===== src/rtl/buffer_tx_grupe.sv =====
// buffer_tx_grupe: buffers Enigma letter indices in a small FIFO and sends
// them to a UART transmitter as ASCII, split into groups of GROUP_LEN letters
// separated by a space.
// Optional feature macro: BUFFER_TX_GRUPE_CRLF_EN. When defined, every
// GROUPS_PER_LINE-th separator becomes the two bytes CR LF.
// Handshake: tx_start pulses for one cycle to launch a byte. tx_din is held
// from that pulse until the transmitter answers with tx_done. A new tx_start
// is never issued before that tx_done, and never while tx_active is high.
module buffer_tx_grupe #(
   parameter int FIFO_DEPTH      = 16,
   parameter int GROUP_LEN       = 5,
   parameter int GROUPS_PER_LINE = 10
) (
   input  logic                        clk,
   input  logic                        rst,
   input  logic                        char_valid,
   input  logic [4:0]                  char_index,
   input  logic                        tx_active,
   input  logic                        tx_done,
   output logic                        tx_start,
   output logic [7:0]                  tx_din,
   output logic [$clog2(FIFO_DEPTH):0] fifo_count,
   output logic                        overflow,
   output logic [1:0]                  dbg_state
);

   localparam int          AW         = $clog2(FIFO_DEPTH);
   localparam logic [AW:0] FULL_COUNT = (AW+1)'(FIFO_DEPTH);
   localparam logic [3:0]  GRP_LAST   = 4'(GROUP_LEN - 1);

   typedef enum logic [1:0] {
      ST_IDLE      = 2'd0,
      ST_START     = 2'd1,
      ST_WAIT_DONE = 2'd2
   } state_t;

   // Which separator byte is owed before the next letter.
   typedef enum logic [1:0] {
      SEP_NONE  = 2'd0,
      SEP_SPACE = 2'd1,
      SEP_CR    = 2'd2,
      SEP_LF    = 2'd3
   } sep_t;

   logic [4:0]    r_mem [FIFO_DEPTH];
   logic [AW-1:0] r_wr_ptr;
   logic [AW-1:0] r_rd_ptr;
   logic [AW:0]   r_count;
   logic          r_overflow;
   state_t        r_state;
   state_t        w_state_nxt;
   logic [7:0]    r_tx_din;
   logic          r_is_letter;
   logic [3:0]    r_grp_cnt;
   sep_t          r_sep;

`ifdef BUFFER_TX_GRUPE_CRLF_EN
   localparam int            LW        = (GROUPS_PER_LINE > 1) ? $clog2(GROUPS_PER_LINE) : 1;
   localparam logic [LW-1:0] LINE_LAST = LW'(GROUPS_PER_LINE - 1);
   logic [LW-1:0] r_line_cnt;
`endif

   logic       w_empty;
   logic       w_full;
   logic       w_idx_ok;
   logic       w_pop;
   logic       w_push;
   logic       w_drop;
   logic [4:0] w_head;
   logic       w_load;
   logic       w_load_letter;
   logic [7:0] w_load_byte;
   logic [7:0] w_sep_byte;

   assign w_empty  = (r_count == '0);
   assign w_full   = (r_count == FULL_COUNT);
   assign w_idx_ok = (char_index <= 5'd25);
   assign w_head   = r_mem[r_rd_ptr];
   // A letter leaves the FIFO in the START cycle of its own byte.
   assign w_pop    = (r_state == ST_START) && r_is_letter;
   // A pop in the same cycle frees the slot, so a push into a full FIFO still lands.
   assign w_push   = char_valid && w_idx_ok && (!w_full || w_pop);
   assign w_drop   = char_valid && w_idx_ok && w_full && !w_pop;

   assign tx_start   = (r_state == ST_START);
   assign tx_din     = r_tx_din;
   assign fifo_count = r_count;
   assign overflow   = r_overflow;
   assign dbg_state  = r_state;

   // State register.
   always_ff @(posedge clk) begin
      if (rst) r_state <= ST_IDLE;
      else     r_state <= w_state_nxt;
   end

   // Next state and byte selection. An owed separator wins over the letter,
   // and both require a letter in the FIFO, so no separator can trail the
   // final letter.
   always_comb begin
      w_state_nxt   = r_state;
      w_load        = 1'b0;
      w_load_letter = 1'b0;
      w_load_byte   = 8'h00;
      case (r_sep)
         SEP_CR:  w_sep_byte = 8'h0D;
         SEP_LF:  w_sep_byte = 8'h0A;
         default: w_sep_byte = 8'h20;
      endcase
      case (r_state)
         ST_IDLE: begin
            if (!w_empty && !tx_active) begin
               w_load      = 1'b1;
               w_state_nxt = ST_START;
               if (r_sep != SEP_NONE) begin
                  w_load_byte = w_sep_byte;
               end else begin
                  w_load_letter = 1'b1;
                  w_load_byte   = {3'b000, w_head} + 8'h41;
               end
            end
         end
         ST_START:     w_state_nxt = ST_WAIT_DONE;
         ST_WAIT_DONE: if (tx_done) w_state_nxt = ST_IDLE;
         default:      w_state_nxt = ST_IDLE;
      endcase
   end

   // Character storage. It needs no reset because the pointers define what is valid.
   always_ff @(posedge clk) begin
      if (w_push) r_mem[r_wr_ptr] <= char_index;
   end

   // FIFO bookkeeping, output byte latch, and group/separator tracking.
   always_ff @(posedge clk) begin
      if (rst) begin
         r_wr_ptr    <= '0;
         r_rd_ptr    <= '0;
         r_count     <= '0;
         r_overflow  <= 1'b0;
         r_tx_din    <= 8'h00;
         r_is_letter <= 1'b0;
         r_grp_cnt   <= '0;
         r_sep       <= SEP_NONE;
`ifdef BUFFER_TX_GRUPE_CRLF_EN
         r_line_cnt  <= '0;
`endif
      end else begin
         if (w_push) r_wr_ptr <= r_wr_ptr + AW'(1);
         if (w_pop)  r_rd_ptr <= r_rd_ptr + AW'(1);
         if (w_push && !w_pop)      r_count <= r_count + (AW+1)'(1);
         else if (!w_push && w_pop) r_count <= r_count - (AW+1)'(1);
         if (w_drop) r_overflow <= 1'b1;
         if (w_load) begin
            r_tx_din    <= w_load_byte;
            r_is_letter <= w_load_letter;
         end
         if (r_state == ST_START) begin
            if (r_is_letter) begin
               if (r_grp_cnt == GRP_LAST) begin
                  r_grp_cnt <= '0;
`ifdef BUFFER_TX_GRUPE_CRLF_EN
                  if (r_line_cnt == LINE_LAST) begin
                     r_line_cnt <= '0;
                     r_sep      <= SEP_CR;
                  end else begin
                     r_line_cnt <= r_line_cnt + LW'(1);
                     r_sep      <= SEP_SPACE;
                  end
`else
                  r_sep <= SEP_SPACE;
`endif
               end else begin
                  r_grp_cnt <= r_grp_cnt + 4'd1;
               end
            end else begin
               r_sep <= (r_sep == SEP_CR) ? SEP_LF : SEP_NONE;
            end
         end
      end
   end

endmodule

===== config.mk =====
export PLATFORM = sky130hd
export DESIGN_NAME = buffer_tx_grupe
export DESIGN_NICKNAME = d
export VERILOG_FILES = /design/src/rtl/buffer_tx_grupe.sv
export SDC_FILE = /design/constraint.sdc
export NUM_CORES = 1
export LEC_CHECK = 0
export CORE_ASPECT_RATIO = 1.4
export CORE_MARGIN = 3
export CORE_UTILIZATION = 55
export DETAILED_ROUTE_END_ITERATION = 10
export PLACE_DENSITY_LB_ADDON = 0.25
export SYNTH_ARGS = -nofsm -noshare
export SYNTH_HDL_FRONTEND = slang
export SYNTH_SLANG_ARGS = --single-unit

===== constraint.sdc =====
create_clock -name clk -period 7.9 [get_ports clk]
set_input_delay 1.58 -clock clk [delete_from_list [all_inputs] [get_ports clk]]
set_output_delay 1.58 -clock clk [all_outputs]
set_load 0.005 [all_outputs]

# Yosys cells after proc, flatten, opt, wreduce, memory -nomap -nowiden
# Memory sizes are Yosys's and may differ from the RTL's. A register that Yosys moved wholly into a read port is not among the register bits.
# Cells that the tools add are included.
# word_totals
register_bits	31
mem_bits_rw	80
n_memories	1
# mem_list
name	depth	word_bits	rd	rd_clocked_by_memory_dff	write_ports	line_no	text
r_mem	16	5	1	1	1	45	logic [4:0] r_mem [FIFO_DEPTH];
# classes
n_addsub	6
magnitude_cmp	1
n_eq_ne	9
mux	22
reduce_logical	21
# op_table
op	count
$mux W8	3
$add A4 B1 Y4 const B	3
$mux W4	3
$pmux W6 S2	1
$mux W2	5
$mux W5	2
$add A5 B7 Y8 const B	1
$logic_and A1 B1 Y1	8
$mux W1	7
$eq A2 B2 Y1 const B	3
$pmux W2 S3	1
$reduce_and A2 Y1	3
$add A5 B1 Y5 const B	1
$eq A5 B5 Y1 const B	1
$le A5 B5 Y1 const B	1
$logic_not A1 Y1	5
$logic_not A5 Y1	1
$sub A5 B1 Y5 const B	1
$eq A4 B3 Y1 const B	1
$ne A2 B2 Y1 const B	2
$reduce_bool A2 Y1	2
$eq A2 B1 Y1 const B	1
$logic_not A2 Y1	1
$ne A2 B1 Y1 const B	1
$logic_or A1 B1 Y1	1

# Longest topological paths before layout
# logic_depth
word_depth	8
depth_mapped	13

# Worst setup path before layout
# No wires, ideal clock.
# synth_timing
path_type	input-to-reg
from	in char_index[1]
to	reg r_count[4] (netlist: fifo_count[4])
arrival_time_ps	3718
t_required_ps	7772
path_slack_ps	4055
cell_stages	12
path_buffers	0
cell_sequence	o211ai_1 -> nand2_1 -> a31oi_2 -> ha_1 -> inv_1 -> ha_1 -> nor2b_1 -> o21a_1 -> or3_1 -> a21oi_1 -> xnor2_1 -> nor2_1
# synth_between
elab_chain_len	6
elab_cells_between_ends	8
# synth_lines
element	line_no	text
start: declaration	17	input logic [4:0] char_index,
$le A5 B5 Y1 (*)	77	assign w_idx_ok = (char_index <= 5'd25);
$logic_and A1 B1 Y1 (*) (2 in series)	82	assign w_push = char_valid && w_idx_ok && (!w_full || w_pop);
net w_push	67	logic w_push;
$logic_not A1 Y1	152	else if (!w_push && w_pop) r_count <= r_count - (AW+1)'(1);
$logic_and A1 B1 Y1	152	
$reduce_bool A2 Y1 (no source line)	-	
end signal: assignment	151	if (w_push && !w_pop) r_count <= r_count + (AW+1)'(1);
end signal: assignment	152	
end: declaration	48	logic [AW:0] r_count;
# The timed path passes the listed nets; every way through them passes the cells marked *.
# A chain may end at the register's enable or synchronous reset.

# Final worst setup path
# layout_timing
from	in char_index[2]
to	reg r_count[4] (netlist: fifo_count[4])
# The elaborated chain is that of the path after synthesis.

==> flow_summary.ini <==
[synthesis]
yosys.area.top_type = edfxtp_1
syn_inst = 336
ys_warn_count = 0
synth_top_cells_by_count = 80 x edfxtp_1, 42 x nor2_1, 33 x dfxtp_1
netlist.area_leader.share_pct = 51.06
synthFlopType = edfxtp_1
avgSynthCellArea_um2 = 14.00
postSynth.asyncResetShare_pct = 0
netlist_area_um2 = 4705
yosysSeqAreaShare_pct = 65.11
synth_area_leaders = edfxtp_1 51%, dfxtp_1 14%, mux4_2 9.6%
synth_most_common_cell = edfxtp_1
ys_ff_latch = 113
synth_nets = 359
synth_edf_count = 80
ys_types = 43

[final_layout]
syn_to_final_growth_pct = 18.80
antenna_cells = 0
drive_gt1_share_pct = 15.53
fillers = 566
finalNetCount = 390

[global_routing]
grt_pass1_wl_um = 14850
antenna_found_initial = 0
grt_max_degree = 32
grt-ovfl-total = 0
grt_pass1_vias = 2833
grt_usage_pct = 21.02

[clocking]
cts.sinks = 113
htreeDepth = 4
cts_setup_buffers = 0
holdBufCountCts = 0
cts_buffer_depth = 2
cts_resized = 0
cts_buffers = 17
clk_latency_ps = 400
path_clk_slew_ps = 50
cts_root_buf = clkbuf_16
cts_tree = built

[setup_path]
path_cells = clkdlybuf4s50_1, o211ai_1, nand2_1, a31oi_2, ha_1, inv_1, ha_1, nor2b_1, o21a_1, or3_1, a21oi_1, xnor2_1, nor2_1
worst_ep_required_time_ps = 8140
crit_path_end_kind = register
worstSetupPathType = input pin to register
crit_buf_inv = 2
r2r-end = fifo_count[4]
cp_data_arrival_time_ps = 4940
max_stage_delay_ps = 690
critical_path.top_delay_family = compound AO/OA/AOI/OAI gates
r2r_cells = 11
ff2ff_setup_slack_ps = 4610
crit_path_frequent_cell = ha_1
critPathSlowestCell = clkdlybuf4s50_1
timing.rr.start = fifo_count[0]
cp_max_fo = 17
cp-start-kind = input pin

[sta]
worst_pin_slew_ps = 1133
clock.fmax_mhz = 213.1
slew_viol_final = 0
relSlewSlack_pct = 23.87
fin_skew_ps = 8.620
setup_viol = 0
report.final.hold_viol_count = 0
whs_ps = 461.9
tns_ps = 0
timing.final.crit_share_pct = 59.41
rsz0062_at_grt = false
period_needed_ps = 4693

[floorplan]
core_area_um2 = 8247
initial_utilization_pct = 57.05
row_count = 39
dieArea_um2 = 9715
ios = 27
die_x_um = 84.17
die_h_um = 115.4

[place]
place_hpwl_um = 5903
io_buffers = 25
gp_congestion = 0.7528

[hold_path]
whs_endpoint = tx_din[2]
hold_path_startpoint = tx_din[2]
hold_class = register to register
min_delay_path_depth = 2

[power_and_ir_drop]
peakVddDrop_uv = 195.9
powerDensity_nw_per_um2 = 302.4
p_leak_nw = 1.869
total_power_w = 0.001690

[detailed_routing]
drc = 0
firstDrtPassIters = 4
detailedRoute.firstIterationViolations = 198
drt-met1-wl_um = 3625
highest-signal-layer = met4
wire_per_inst_um = 19.64
wl_met3_um = 676
vias = 2814
vias_per_cell = 5.838
wl_met2_um = 4848
ant_nets = 0
routed_wl_um = 9468

[flow_run]
drv_cap = 0

[run_status]
outcome = finished, final reports clean
tightest hold or removal path, stage by stage (launching register included):
cell and delay [ps]:
dfxtp_1 300, nand2_1 50, a21oi_1 60
registers in the layout, summed over array words and instances (netlist names), named ones only:
| register | count |
|---|---|
| dbg_state | 2 |
| fifo_count | 5 |
| overflow | 1 |
| r_grp_cnt | 4 |
| r_mem | 80 |
| r_rd_ptr | 4 |
| r_sep | 2 |
| r_wr_ptr | 4 |
| tx_din | 7 |
power by group:
| group | total (W) | internal (W) | switching, W |
|---|---|---|---|
| clock network | 0.000727 | 0.000463 | 0.000264 |
| logic | 0.000262 | 0.000128 | 0.000134 |
| registers | 0.000701 | 0.000673 | 0.0000290 |
logic make-up after synthesis:
family / Yosys count / synth area share (%)
compound gates: 40 / 5.026
xor+xnor: 11 / 2.048
fa+ha+maj: 13 / 3.617
buf+inv: 29 / 2.899
flops: 113 / 65.11
mux: 25 / 10.64
other cells: 1 / 0.07971
simple gates: 104 / 10.58
through the flow:
| stage | cells | utilization [%] | setup WS, ps | instance area (µm²) |
|---|---|---|---|---|
| floorplan | 336 | - | 4055 | 4705 |
| global placement | 450 | 60.84 | 2971 | 5017 |
| detailed placement | 450 | 60.84 | 2853 | 5017 |
| CTS | 482 | 67.77 | 3235 | 5589 |
| global route | 482 | 67.77 | 2978 | 5589 |
| finish | 482 | 67.77 | 3207 | 5589 |
layout make-up:
type	instances	area [µm²]	share of cell area, %
Sequential cell	113	3063	54.80
Multi-Input combinational cell	194	1505	26.93
Clock buffer	19	432.9	7.746
Timing Repair Buffer	28	272.8	4.880
Clock inverter	13	138.9	2.485
Tap cell	102	127.6	2.283
Inverter	13	48.80	0.8731
metal layers:
layer	GRT usage (%)	vias to the layer above
met4	10.84	0
li1	-	1306
met5	0	-
met1	24.68	1371
met2	35.88	110
met3	5.334	27
placed cells by master, fill, tap and decap left out, types with 2 or more instances in the layout:
| cell type | count |
|---|---|
| xnor2_1 | 3 |
| nor3b_1 | 2 |
| nor2b_1 | 5 |
| a22oi_1 | 3 |
| nand2_1 | 20 |
| mux2i_1 | 5 |
| nand3b_1 | 2 |
| ha_1 | 12 |
| mux4_2 | 20 |
| a211oi_1 | 2 |
| dfxtp_1 | 33 |
| clkinv_4 | 2 |
| nand3_1 | 6 |
| or3_1 | 2 |
| xor2_1 | 8 |
| nor3_1 | 11 |
| a21o_1 | 2 |
| clkbuf_1 | 2 |
| nand4_1 | 4 |
| bufinv_16 | 2 |
| a21oi_1 | 22 |
| inv_1 | 12 |
| nand2b_1 | 3 |
| o21ai_0 | 5 |
| clkdlybuf4s50_1 | 25 |
| edfxtp_1 | 80 |
| nor2_1 | 42 |
| clkbuf_16 | 17 |
| o21ai_1 | 2 |
| clkinvlp_4 | 5 |
| clkinv_2 | 3 |
| buf_4 | 3 |
worst max path at each step:
stage	from	endpoint	slack (ps)	depth (start not counted)
floorplan	char_index[1]	fifo_count[4]	4050	12
global placement	char_index[2]	fifo_count[4]	2970	13
detailed placement	char_index[2]	fifo_count[4]	2850	13
CTS	char_index[2]	fifo_count[4]	3240	13
global route	char_index[2]	fifo_count[4]	2980	13
finish	char_index[2]	fifo_count[4]	3210	13
Note: power is estimated with default switching activity, not from simulation.
